**src/rtl/sram_arbiter.sv**
```systemverilog
// ---------------------------------------------------------------------------
// sram_arbiter
//
// Shares the single ZBT SRAM command slot among three requesters:
// foreground reads from the graphics pipeline, SPI image-upload writes, and
// ADC1 capture writes. At most one command is issued per clk.
//
// Reads have absolute priority because the pipeline cannot stall. Every
// request_active cycle yields exactly one response READ_LATENCY cycles later.
// Out-of-range reads issue no command and return 0.
//
// Writes share the remaining free slots round-robin between the SPI skid
// entry and the ADC FIFO head.
//
// Read timing, with the request presented in cycle 0:
//   cycle 1                : cmd_valid/cmd_addr are visible to the PHY
//   cycle READ_LATENCY-1   : rd_data must be valid
//   cycle READ_LATENCY     : request_ready/request_data are valid
//
// Ports
//   clk, rst_n              : clock, asynchronous active-low reset
//   frozen                  : ADC words are discarded (and counted) while high
//   adc_pixel_data/_ready   : show-ahead ADC FIFO head {x, y, pixel} / not empty
//   adc_pixel_read          : combinational pop of the word shown this cycle
//   spi_pixel_*             : one-cycle SPI pixel strobe with coordinates/data
//   request_active/_x/_y    : foreground read with signed coordinates
//   request_ready/_data     : registered read response
//   cmd_valid/_write/_addr/_wdata : registered SRAM PHY command
//   rd_data                 : PHY read data
//   spi_overrun             : sticky, an in-range SPI pixel was lost
//   adc_discard_count       : saturating count of dropped ADC words
//
// Write round-robin pointer:
//   state  | meaning
//   RR_ADC | ADC wins when both writers are pending
//   RR_SPI | SPI skid wins when both writers are pending
// ---------------------------------------------------------------------------
module sram_arbiter #(
    parameter int PRECISION    = 11,
    parameter int PIXEL_SIZE   = 16,
    parameter int X_RES        = 800,
    parameter int Y_RES        = 600,
    parameter int ADDR_WIDTH   = 20,
    parameter int READ_LATENCY = 3     // minimum 2
) (
    input  logic                              clk,
    input  logic                              rst_n,
    input  logic                              frozen,
    input  logic [2*PRECISION+PIXEL_SIZE-1:0] adc_pixel_data,
    input  logic                              adc_pixel_ready,
    output logic                              adc_pixel_read,
    input  logic                              spi_pixel_ready,
    input  logic [PRECISION-1:0]              spi_pixel_x,
    input  logic [PRECISION-1:0]              spi_pixel_y,
    input  logic [PIXEL_SIZE-1:0]             spi_pixel_in,
    input  logic                              request_active,
    input  logic [PRECISION:0]                request_x,
    input  logic [PRECISION:0]                request_y,
    output logic                              request_ready,
    output logic [PIXEL_SIZE-1:0]             request_data,
    output logic                              cmd_valid,
    output logic                              cmd_write,
    output logic [ADDR_WIDTH-1:0]             cmd_addr,
    output logic [PIXEL_SIZE-1:0]             cmd_wdata,
    input  logic [PIXEL_SIZE-1:0]             rd_data,
    output logic                              spi_overrun,
    output logic [15:0]                       adc_discard_count
);

    typedef enum logic {
        RR_ADC = 1'b0,
        RR_SPI = 1'b1
    } rr_e;

    function automatic logic coord_ok(input logic [PRECISION-1:0] x,
                                      input logic [PRECISION-1:0] y);
        return (32'(x) < 32'(X_RES)) && (32'(y) < 32'(Y_RES));
    endfunction

    function automatic logic [ADDR_WIDTH-1:0] lin_addr(input logic [PRECISION-1:0] x,
                                                       input logic [PRECISION-1:0] y);
        logic [31:0] full;
        full = 32'(y) * 32'(X_RES) + 32'(x);
        return full[ADDR_WIDTH-1:0];
    endfunction

    // ---------------------------------------------------------------------
    // Request decode
    // ---------------------------------------------------------------------
    logic [PRECISION-1:0]  req_x, req_y;
    logic                  req_in, read_go;
    logic [PRECISION-1:0]  adc_x, adc_y;
    logic [PIXEL_SIZE-1:0] adc_pix;
    logic                  adc_in, adc_pend, adc_drop;
    logic                  spi_strobe;
    logic                  grant_adc, grant_spi;

    assign req_x   = request_x[PRECISION-1:0];
    assign req_y   = request_y[PRECISION-1:0];
    // A set sign bit means a negative coordinate, which is always out of range.
    assign req_in  = !request_x[PRECISION] && !request_y[PRECISION] && coord_ok(req_x, req_y);
    assign read_go = request_active && req_in;

    assign adc_x    = adc_pixel_data[2*PRECISION+PIXEL_SIZE-1:PRECISION+PIXEL_SIZE];
    assign adc_y    = adc_pixel_data[PRECISION+PIXEL_SIZE-1:PIXEL_SIZE];
    assign adc_pix  = adc_pixel_data[PIXEL_SIZE-1:0];
    assign adc_in   = coord_ok(adc_x, adc_y);
    assign adc_pend = adc_pixel_ready && !frozen && adc_in;
    // Discards need no SRAM slot, so they pop regardless of reads or SPI grants.
    assign adc_drop = adc_pixel_ready && (frozen || !adc_in);

    // Out-of-range SPI pixels never enter the skid and never flag an overrun.
    assign spi_strobe = spi_pixel_ready && coord_ok(spi_pixel_x, spi_pixel_y);

    // ---------------------------------------------------------------------
    // State
    // ---------------------------------------------------------------------
    rr_e                     rr_q, rr_d;
    logic                    skid_v_q, skid_v_d;
    logic [ADDR_WIDTH-1:0]   skid_addr_q, skid_addr_d;
    logic [PIXEL_SIZE-1:0]   skid_data_q, skid_data_d;
    logic                    cmd_valid_q, cmd_valid_d;
    logic                    cmd_write_q, cmd_write_d;
    logic [ADDR_WIDTH-1:0]   cmd_addr_q, cmd_addr_d;
    logic [PIXEL_SIZE-1:0]   cmd_wdata_q, cmd_wdata_d;
    logic                    overrun_q, overrun_d;
    logic [15:0]             discard_q, discard_d;
    logic [READ_LATENCY-2:0] pipe_v_q;
    logic [READ_LATENCY-2:0] pipe_in_q;
    logic                    rdy_q;
    logic [PIXEL_SIZE-1:0]   rdata_q;

    assign grant_adc = !read_go && adc_pend && (!skid_v_q || rr_q == RR_ADC);
    assign grant_spi = !read_go && skid_v_q && (!adc_pend || rr_q == RR_SPI);

    assign adc_pixel_read = grant_adc || adc_drop;

    always_comb begin
        cmd_valid_d = 1'b0;
        cmd_write_d = 1'b0;
        cmd_addr_d  = '0;
        cmd_wdata_d = '0;
        if (read_go) begin
            cmd_valid_d = 1'b1;
            cmd_addr_d  = lin_addr(req_x, req_y);
        end else if (grant_adc) begin
            cmd_valid_d = 1'b1;
            cmd_write_d = 1'b1;
            cmd_addr_d  = lin_addr(adc_x, adc_y);
            cmd_wdata_d = adc_pix;
        end else if (grant_spi) begin
            cmd_valid_d = 1'b1;
            cmd_write_d = 1'b1;
            cmd_addr_d  = skid_addr_q;
            cmd_wdata_d = skid_data_q;
        end

        rr_d = rr_q;
        if (grant_adc) begin
            rr_d = RR_SPI;
        end else if (grant_spi) begin
            rr_d = RR_ADC;
        end

        // A skid being drained this cycle can accept the new strobe directly.
        skid_v_d    = skid_v_q;
        skid_addr_d = skid_addr_q;
        skid_data_d = skid_data_q;
        overrun_d   = overrun_q;
        if (spi_strobe) begin
            if (!skid_v_q || grant_spi) begin
                skid_v_d    = 1'b1;
                skid_addr_d = lin_addr(spi_pixel_x, spi_pixel_y);
                skid_data_d = spi_pixel_in;
            end else begin
                overrun_d = 1'b1;
            end
        end else if (grant_spi) begin
            skid_v_d = 1'b0;
        end

        discard_d = discard_q;
        if (adc_drop && discard_q != 16'hFFFF) begin
            discard_d = discard_q + 16'd1;
        end
    end

    always_ff @(posedge clk or negedge rst_n) begin
        if (!rst_n) begin
            rr_q        <= RR_ADC;
            skid_v_q    <= 1'b0;
            skid_addr_q <= '0;
            skid_data_q <= '0;
            cmd_valid_q <= 1'b0;
            cmd_write_q <= 1'b0;
            cmd_addr_q  <= '0;
            cmd_wdata_q <= '0;
            overrun_q   <= 1'b0;
            discard_q   <= '0;
            pipe_v_q    <= '0;
            pipe_in_q   <= '0;
            rdy_q       <= 1'b0;
            rdata_q     <= '0;
        end else begin
            rr_q        <= rr_d;
            skid_v_q    <= skid_v_d;
            skid_addr_q <= skid_addr_d;
            skid_data_q <= skid_data_d;
            cmd_valid_q <= cmd_valid_d;
            cmd_write_q <= cmd_write_d;
            cmd_addr_q  <= cmd_addr_d;
            cmd_wdata_q <= cmd_wdata_d;
            overrun_q   <= overrun_d;
            discard_q   <= discard_d;

            // Response tracker: READ_LATENCY-1 stages, then the output register.
            pipe_v_q[0]  <= request_active;
            pipe_in_q[0] <= read_go;
            for (int i = 1; i < READ_LATENCY - 1; i++) begin
                pipe_v_q[i]  <= pipe_v_q[i-1];
                pipe_in_q[i] <= pipe_in_q[i-1];
            end
            rdy_q   <= pipe_v_q[READ_LATENCY-2];
            rdata_q <= pipe_in_q[READ_LATENCY-2] ? rd_data : '0;
        end
    end

    assign cmd_valid         = cmd_valid_q;
    assign cmd_write         = cmd_write_q;
    assign cmd_addr          = cmd_addr_q;
    assign cmd_wdata         = cmd_wdata_q;
    assign request_ready     = rdy_q;
    assign request_data      = rdata_q;
    assign spi_overrun       = overrun_q;
    assign adc_discard_count = discard_q;

endmodule

```
**config.mk**
```make
export PLATFORM = sky130hd
export DESIGN_NAME = sram_arbiter
export DESIGN_NICKNAME = d
export VERILOG_FILES = /design/src/rtl/sram_arbiter.sv
export SDC_FILE = /design/constraint.sdc
export NUM_CORES = 1
export LEC_CHECK = 0
export ABC_AREA = 0
export CORE_MARGIN = 2
export CORE_UTILIZATION = 46
export DETAILED_ROUTE_END_ITERATION = 7
export PLACE_DENSITY = 0.77
export SETUP_SLACK_MARGIN = 0.3
export SYNTH_ARGS = -nofsm -noshare
export SYNTH_HDL_FRONTEND = slang
export SYNTH_SLANG_ARGS = --single-unit
export TNS_END_PERCENT = 5
```
**constraint.sdc**
```tcl
create_clock -name clk -period 2.1 [get_ports clk]
set_input_delay 0.315 -clock clk [delete_from_list [all_inputs] [get_ports clk]]
set_output_delay 0.315 -clock clk [all_outputs]
set_load 0.01 [all_outputs]
```
==> impl_metrics.json, run 1 <==
{
  "status": "complete, but fails checks",
  "violations": "hold timing, setup timing",
  "critPathKind": "in -> reg",
  "grt_pass1_wl_mm": 39.7,
  "gp_congestion": 0.869,
  "dp.cells": 1415,
  "routed_wirelength_mm": 24.8,
  "p_leak_nw": 6.56,
  "tightestPinTransition_ps": 637,
  "timing.max_cap.violations": 0,
  "min-delay-path-class": "in -> async",
  "ys.flop_type": "dfrtp_1",
  "grt_antenna_before_repair": 0,
  "syn-num-nets": 1107,
  "cts-hold-fix-buffers": 0,
  "ys_ff_latch": 114,
  "h-tree-depth": 4,
  "whs_ps": -38.7,
  "placed_area_mm2": 0.0123,
  "n_antenna_cell": 0,
  "area_growth_pct": 63.8,
  "worstPathCellList": "clkdlybuf4s15_2 -> ha_1 -> ha_1 -> inv_1 -> fa_1 -> inv_2 -> ha_4 -> a211o_1 -> a2111o_1 -> a31oi_1 -> o21bai_1 -> xor2_1 -> nor3b_2 -> xnor2_1 -> o21ai_1",
  "drt_iter0_markers": 278,
  "grt_pass1_vias": 8161,
  "yosysWarnings": 0,
  "place_hpwl_mm": 18.0,
  "rsz0062_at_grt": "yes",
  "wl_per_cell_um": 16.9,
  "tns_ps": -15280,
  "core_mm2": 0.0179,
  "period_share": 1.57,
  "layout_setup_ws_ps": -1190,
  "max_freq_mhz": 304,
  "relSlewSlack": 0.576,
  "finClkSkew_ps": 9.28,
  "fin_cells": 1466,
  "gr-usage-all-layers": 0.255,
  "postSynthCellCount": 828,
  "row_count": 49,
  "clk_latency_ps": 420,
  "ioPinCount": 195,
  "netlist_area_mm2": 0.00839,
  "start_kind": "input port",
  "clk_pin_slew_worst_paths_ps": 60,
  "critPathMaxFanout": 3,
  "design_area_mm2": 0.0137,
  "portBuffers": 194,
  "synth_area_per_cell_um2": 10.1,
  "grt_max_degree": 115,
  "required_ps": 2400,
  "critPathCaptureType": "flop",
  "clock_sinks": 114,
  "slowest_delay_ps": 490,
  "drt_pass1_iterations": 4,
  "nets": 1503,
  "cts-root-buf": "clkbuf_16",
  "cts_buffers": 17,
  "period_needed_ps": 3290,
  "clk_path_buf_depth": 2,
  "max-vdd-ir-drop_uv": 658,
  "via_per_inst": 5.21,
  "n_fill_cell": 1152,
  "die_w_um": 139,
  "synth_edf_count": 0,
  "cp_common_cell": "ha_1",
  "slowest_stage": "fa_1",
  "p_per_area_mw_per_mm2": 819,
  "finalHoldViolCount": 16,
  "async_flop_share": 1.00,
  "vias": 7637,
  "synth_seq_area_share": 0.340,
  "setup-violations-final": 35,
  "ys_types": 62,
  "final_cell_mix": "buf_4, clkdlybuf4s50_1, dfrtp_1, inv_1, ha_1",
  "drive_gt1_frac": 0.346,
  "start_util": 0.469,
  "ant_nets": 0,
  "die_h_um": 139,
  "grt_overflow": 0,
  "cts_tree": "built",
  "final_common_cell": "buf_4",
  "dieArea_mm2": 0.0193,
  "drc": 0,
  "crit_arrival_ps": 3590,
  "finalMaxSlewViolations": 0
}
-- worst paths after layout --
kind,startpoint,endpoint,slack (ps),cells after the start
worst min register to register,pipe_v_q[0],pipe_v_q[1],350,0
max in group asynchronous,rst_n,cmd_addr[5],1650,2
min in group clk,pipe_v_q[0],pipe_v_q[1],350,0
worst min-delay path,rst_n,request_ready,-40,2
worst max register to register,adc_discard_count[6],adc_discard_count[9],0,10
worst max-delay path,spi_pixel_y[4],skid_addr_q[19],-1190,15
-- timing repair --
| action | in CTS | in global routing |
|---|---|---|
| gates resized for setup | 166 | 105 |
| pin swaps | 63 | 76 |
| endpoints found under the hold margin | 0 | 0 |
| setup endpoints to repair | 95 | 97 |
| setup buffers | 11 | 8 |
-- area by class of cell --
class	instances	area, um2	share of cell area
clock buffers	19	453	0.0330
multi-input cells	586	6070	0.442
inverters	112	422	0.0307
clock inverters	13	149	0.0108
well taps	229	287	0.0209
flip-flops and latches	114	2850	0.208
repair buffers	393	3500	0.255
-- metal layers --
layer  GRT usage  routed length [um]  vias to the layer above  share of wire
li1            -                   -                     3650              -
met2       0.451               12900                      178           0.52
met3      0.0470                 959                       51          0.039
met5           0                   0                        -              0
met4      0.0898                 721                        0          0.029
met1       0.312               10200                     3758           0.41
-- worst max-delay path, delay by kind of cell --
family / cells / cell delay (ps)
fa+ha+maj: 4 / 1200
compound gates: 5 / 1090
simple gates: 1 / 260
buf+inv: 3 / 320
xor+xnor: 2 / 400
-- state kept, by name, indices dropped and copies added, names as in the netlist, 2 cells and up --
| name | flops |
|---|---|
| pipe_in_q | 2 |
| cmd_wdata | 16 |
| cmd_addr | 20 |
| adc_discard_count | 16 |
| skid_addr_q | 20 |
| request_data | 16 |
| pipe_v_q | 2 |
| skid_data_q | 16 |
-- stage by stage --
step	setup slack (ps)	util	total power, mW
floorplan	-1200	-	5.40
finish	-1190	0.767	11.2
global placement	-1900	0.686	7.38
detailed placement	-2010	0.686	7.52
global route	-1290	0.767	12.0
CTS	-1190	0.745	10.9
-- report_power, final --
part | total, mW | internal, mW | switching [mW]
clock network | 2.91 | 1.82 | 1.08
logic | 5.56 | 3.05 | 2.51
registers | 2.78 | 2.54 | 0.236
-- cell families (layout without fill, tap and decap cells) --
logic type	count (synthesis)	after routing	synth area share
simple gates	164	164	0.102
compound gates	163	163	0.132
fa+ha+maj	157	157	0.253
buf+inv	128	537	0.0579
flops	114	114	0.340
xor+xnor	79	79	0.0841
mux	23	23	0.0309
-- synth_stat cells (all sizes together) (2+ instances only) --
cell	number	area, um2
o21ai	37	185
dfrtp	114	2850
or2	4	25.0
inv	111	417
nor3b	5	37.5
o31ai	2	15.0
buf	4	20.0
o311ai	4	35.0
a221oi	8	76.3
clkbuf	12	45.0
xor2	31	272
and4bb	2	25.0
ha	136	1700
nand4	6	37.5
and2	20	125
a22oi	10	75.1
a211oi	2	15.0
and3	3	18.8
mux2	23	259
and4	3	28.8
nor4	4	31.3
a22o	16	140
xnor2	47	412
nand2	46	173
nor2	32	120
nand2b	5	31.3
o21bai	6	48.8
a21boi	2	15.0
o221ai	2	17.5
a21o	15	113
or3	4	30.0
nor2b	5	31.3
nor3	11	55.1
a21oi	39	203
fa	21	420
nand3	11	55.1
a31oi	5	31.3
o21a	5	37.5
No activity file was read; power rests on OpenSTA's default activity.
==> run 2: changes to the inputs <==
--- a/config.mk
+++ b/config.mk
@@ -6,7 +6,7 @@
 export NUM_CORES = 1
 export LEC_CHECK = 0
 export ABC_AREA = 0
-export CORE_MARGIN = 2
+export CORE_MARGIN = 8
 export CORE_UTILIZATION = 46
 export DETAILED_ROUTE_END_ITERATION = 7
 export PLACE_DENSITY = 0.77
==> run 2 against run 1 <==
Effect of this change: the flow finishes with violations (setup timing); count of clock-buffer cells in the layout is 2 lower; core utilization is 0.61 points lower; total power is 0.67% higher; non-clock buffer count is 11 lower; first-iteration DRC count is 42% higher; global-route usage is 3.6 points lower; largest cell class unchanged; critical endpoint is now cmd_addr[18]; final cell count is 0.68% lower; final area is 0.80% lower; sequential share of layout area is 0.17 points higher; largest power group unchanged.
==> impl_metrics.json, run 2 (same netlist as run 1, synthesis figures left out) <==
{
  "period_share": 1.56,
  "design_area_mm2": 0.0136,
  "rsz0062_at_grt": "yes",
  "use_met3": 0.0400,
  "grt_max_degree": 52,
  "portBuffers": 194,
  "ioPinCount": 195,
  "core_mm2": 0.0179,
  "slowest_delay_ps": 530,
  "layout_setup_ws_ps": -1170,
  "die_w_um": 151,
  "h-tree-depth": 4,
  "cts-root-buf": "clkbuf_16",
  "drive_gt1_frac": 0.334,
  "die_h_um": 151,
  "violations": "setup timing",
  "timing.max_cap.violations": 0,
  "grt_overflow": 0,
  "place_hpwl_mm": 18.9,
  "finClkSkew_ps": 8.64,
  "p_leak_nw": 6.55,
  "start_util": 0.469,
  "via_per_inst": 5.20,
  "grt_pass1_vias": 7971,
  "finalHoldViolCount": 0,
  "start_kind": "input port",
  "critPathCaptureType": "flop",
  "grt_antenna_before_repair": 0,
  "setup-violations-final": 24,
  "crit_arrival_ps": 3550,
  "cts_tree": "built",
  "routed_wirelength_mm": 26.2,
  "area_growth_pct": 62.5,
  "critPathKind": "in -> reg",
  "grt_use_met1": 0.261,
  "dieArea_mm2": 0.0228,
  "ant_nets": 0,
  "clk_latency_ps": 410,
  "finalMaxSlewViolations": 0,
  "gr-usage-all-layers": 0.219,
  "drt_iter0_markers": 394,
  "fin_util": 0.761,
  "tightestPinTransition_ps": 463,
  "wl_per_cell_um": 18.0,
  "clk_path_buf_depth": 2,
  "final_cell_mix": "buf_4, clkdlybuf4s50_1, dfrtp_1, inv_1, ha_1",
  "cp_common_cell": "ha_4",
  "max-vdd-ir-drop_uv": 624,
  "slowest_stage": "fa_1",
  "row_count": 49,
  "clk_pin_slew_worst_paths_ps": 60,
  "clock_sinks": 114,
  "drc": 0,
  "gp_congestion": 0.866,
  "vias": 7569,
  "critPathMaxFanout": 5,
  "grt_pass1_wl_mm": 39.6,
  "multi_input_area_mm2": 0.00605,
  "n_fill_cell": 1136,
  "final_common_cell": "buf_4",
  "p_per_area_mw_per_mm2": 831,
  "period_needed_ps": 3270,
  "max_freq_mhz": 306,
  "required_ps": 2380,
  "cts_buffers": 17,
  "dp_slack_ps": -1980,
  "seq_area_mm2": 0.00285,
  "worstPathCellList": "buf_8 -> ha_4 -> ha_4 -> inv_2 -> fa_1 -> inv_2 -> ha_4 -> buf_6 -> and4b_2 -> nor2_4 -> nor4_4 -> nand2_2 -> or2_4 -> nor3_4 -> xor2_1 -> o21ai_1",
  "use_met2": 0.392,
  "drt_pass1_iterations": 5,
  "status": "complete, but fails checks",
  "placed_area_mm2": 0.0122,
  "min-delay-path-class": "reg -> reg",
  "busiest_layer": "met2",
  "nets": 1492,
  "relSlewSlack": 0.689
}
==> run 2: cell types whose count changed in the layout (fill, tap and decap cells not counted), sizes merged, moves of 2 or more <==
cell           delta
dlymetal6s2s      +4
dlygate4sd2       -2
inv               +3
clkdlybuf4s15     -2
buf              -10
clkbuf            -4
==> run 2: repair_timing <==
| item | in CTS | in global routing |
|---|---|---|
| hold buffers | 1 | 0 |
| setup endpoints to repair | 96 | 96 |
| resized for setup | 140 | 118 |
| endpoints found under the hold margin | 26 | 0 |
| setup buffers | 12 | 4 |
| pin swaps | 69 | 73 |
==> run 2: final timing paths <==
kind | start | endpoint | slack, ps | cells past startpoint
worst max-delay path | adc_pixel_data[20] | cmd_addr[18] | -1170 | 16
worst min-delay path | pipe_in_q[0] | pipe_in_q[1] | 350 | 0
worst max register to register | adc_discard_count[4] | adc_discard_count[9] | -80 | 10
worst min register to register | pipe_in_q[0] | pipe_in_q[1] | 350 | 0
max in group asynchronous | rst_n | adc_discard_count[9] | 960 | 3
min in group asynchronous | rst_n | cmd_addr[19] | 390 | 2
==> run 2: final cells by class <==
| class | instances | area share |
|---|---|---|
| Clock buffer | 17 | 0.0312 |
| Multi-Input combinational cell | 586 | 0.444 |
| Clock inverter | 15 | 0.0125 |
| Timing Repair Buffer | 382 | 0.251 |
| Tap cell | 229 | 0.0210 |
| Sequential cell | 114 | 0.209 |
| Antenna cell | 1 | 0.000184 |
| Inverter | 112 | 0.0309 |
==> run 2: where the power goes <==
part	internal, mW	switching [mW]
sequential	2.54	0.228
combinational	3.05	2.60
clock	1.78	1.13
==> run 2: metal layers <==
metal	vias up	wire (um)
met3	47	1080
met2	185	13900
li1	3635	-
met4	0	651
met1	3702	10500
met5	-	0
==> run 2: through the flow <==
step	hold WS [ps]	power, mW	instances	TNS [ps]
floorplan	19.4	5.40	828	-16520
global placement	276	7.35	1406	-89040
detailed placement	276	7.49	1406	-92690
CTS	354	10.8	1451	-17110
global route	362	12.0	1455	-20780
finish	349	11.3	1456	-15640
==> run 2: worst max-delay path: cells and delay by family <==
family / cells / cell delay, ps
fa+ha+maj: 4 / 1340
compound gates: 1 / 100
buf+inv: 4 / 320
xor+xnor: 1 / 200
simple gates: 6 / 1280
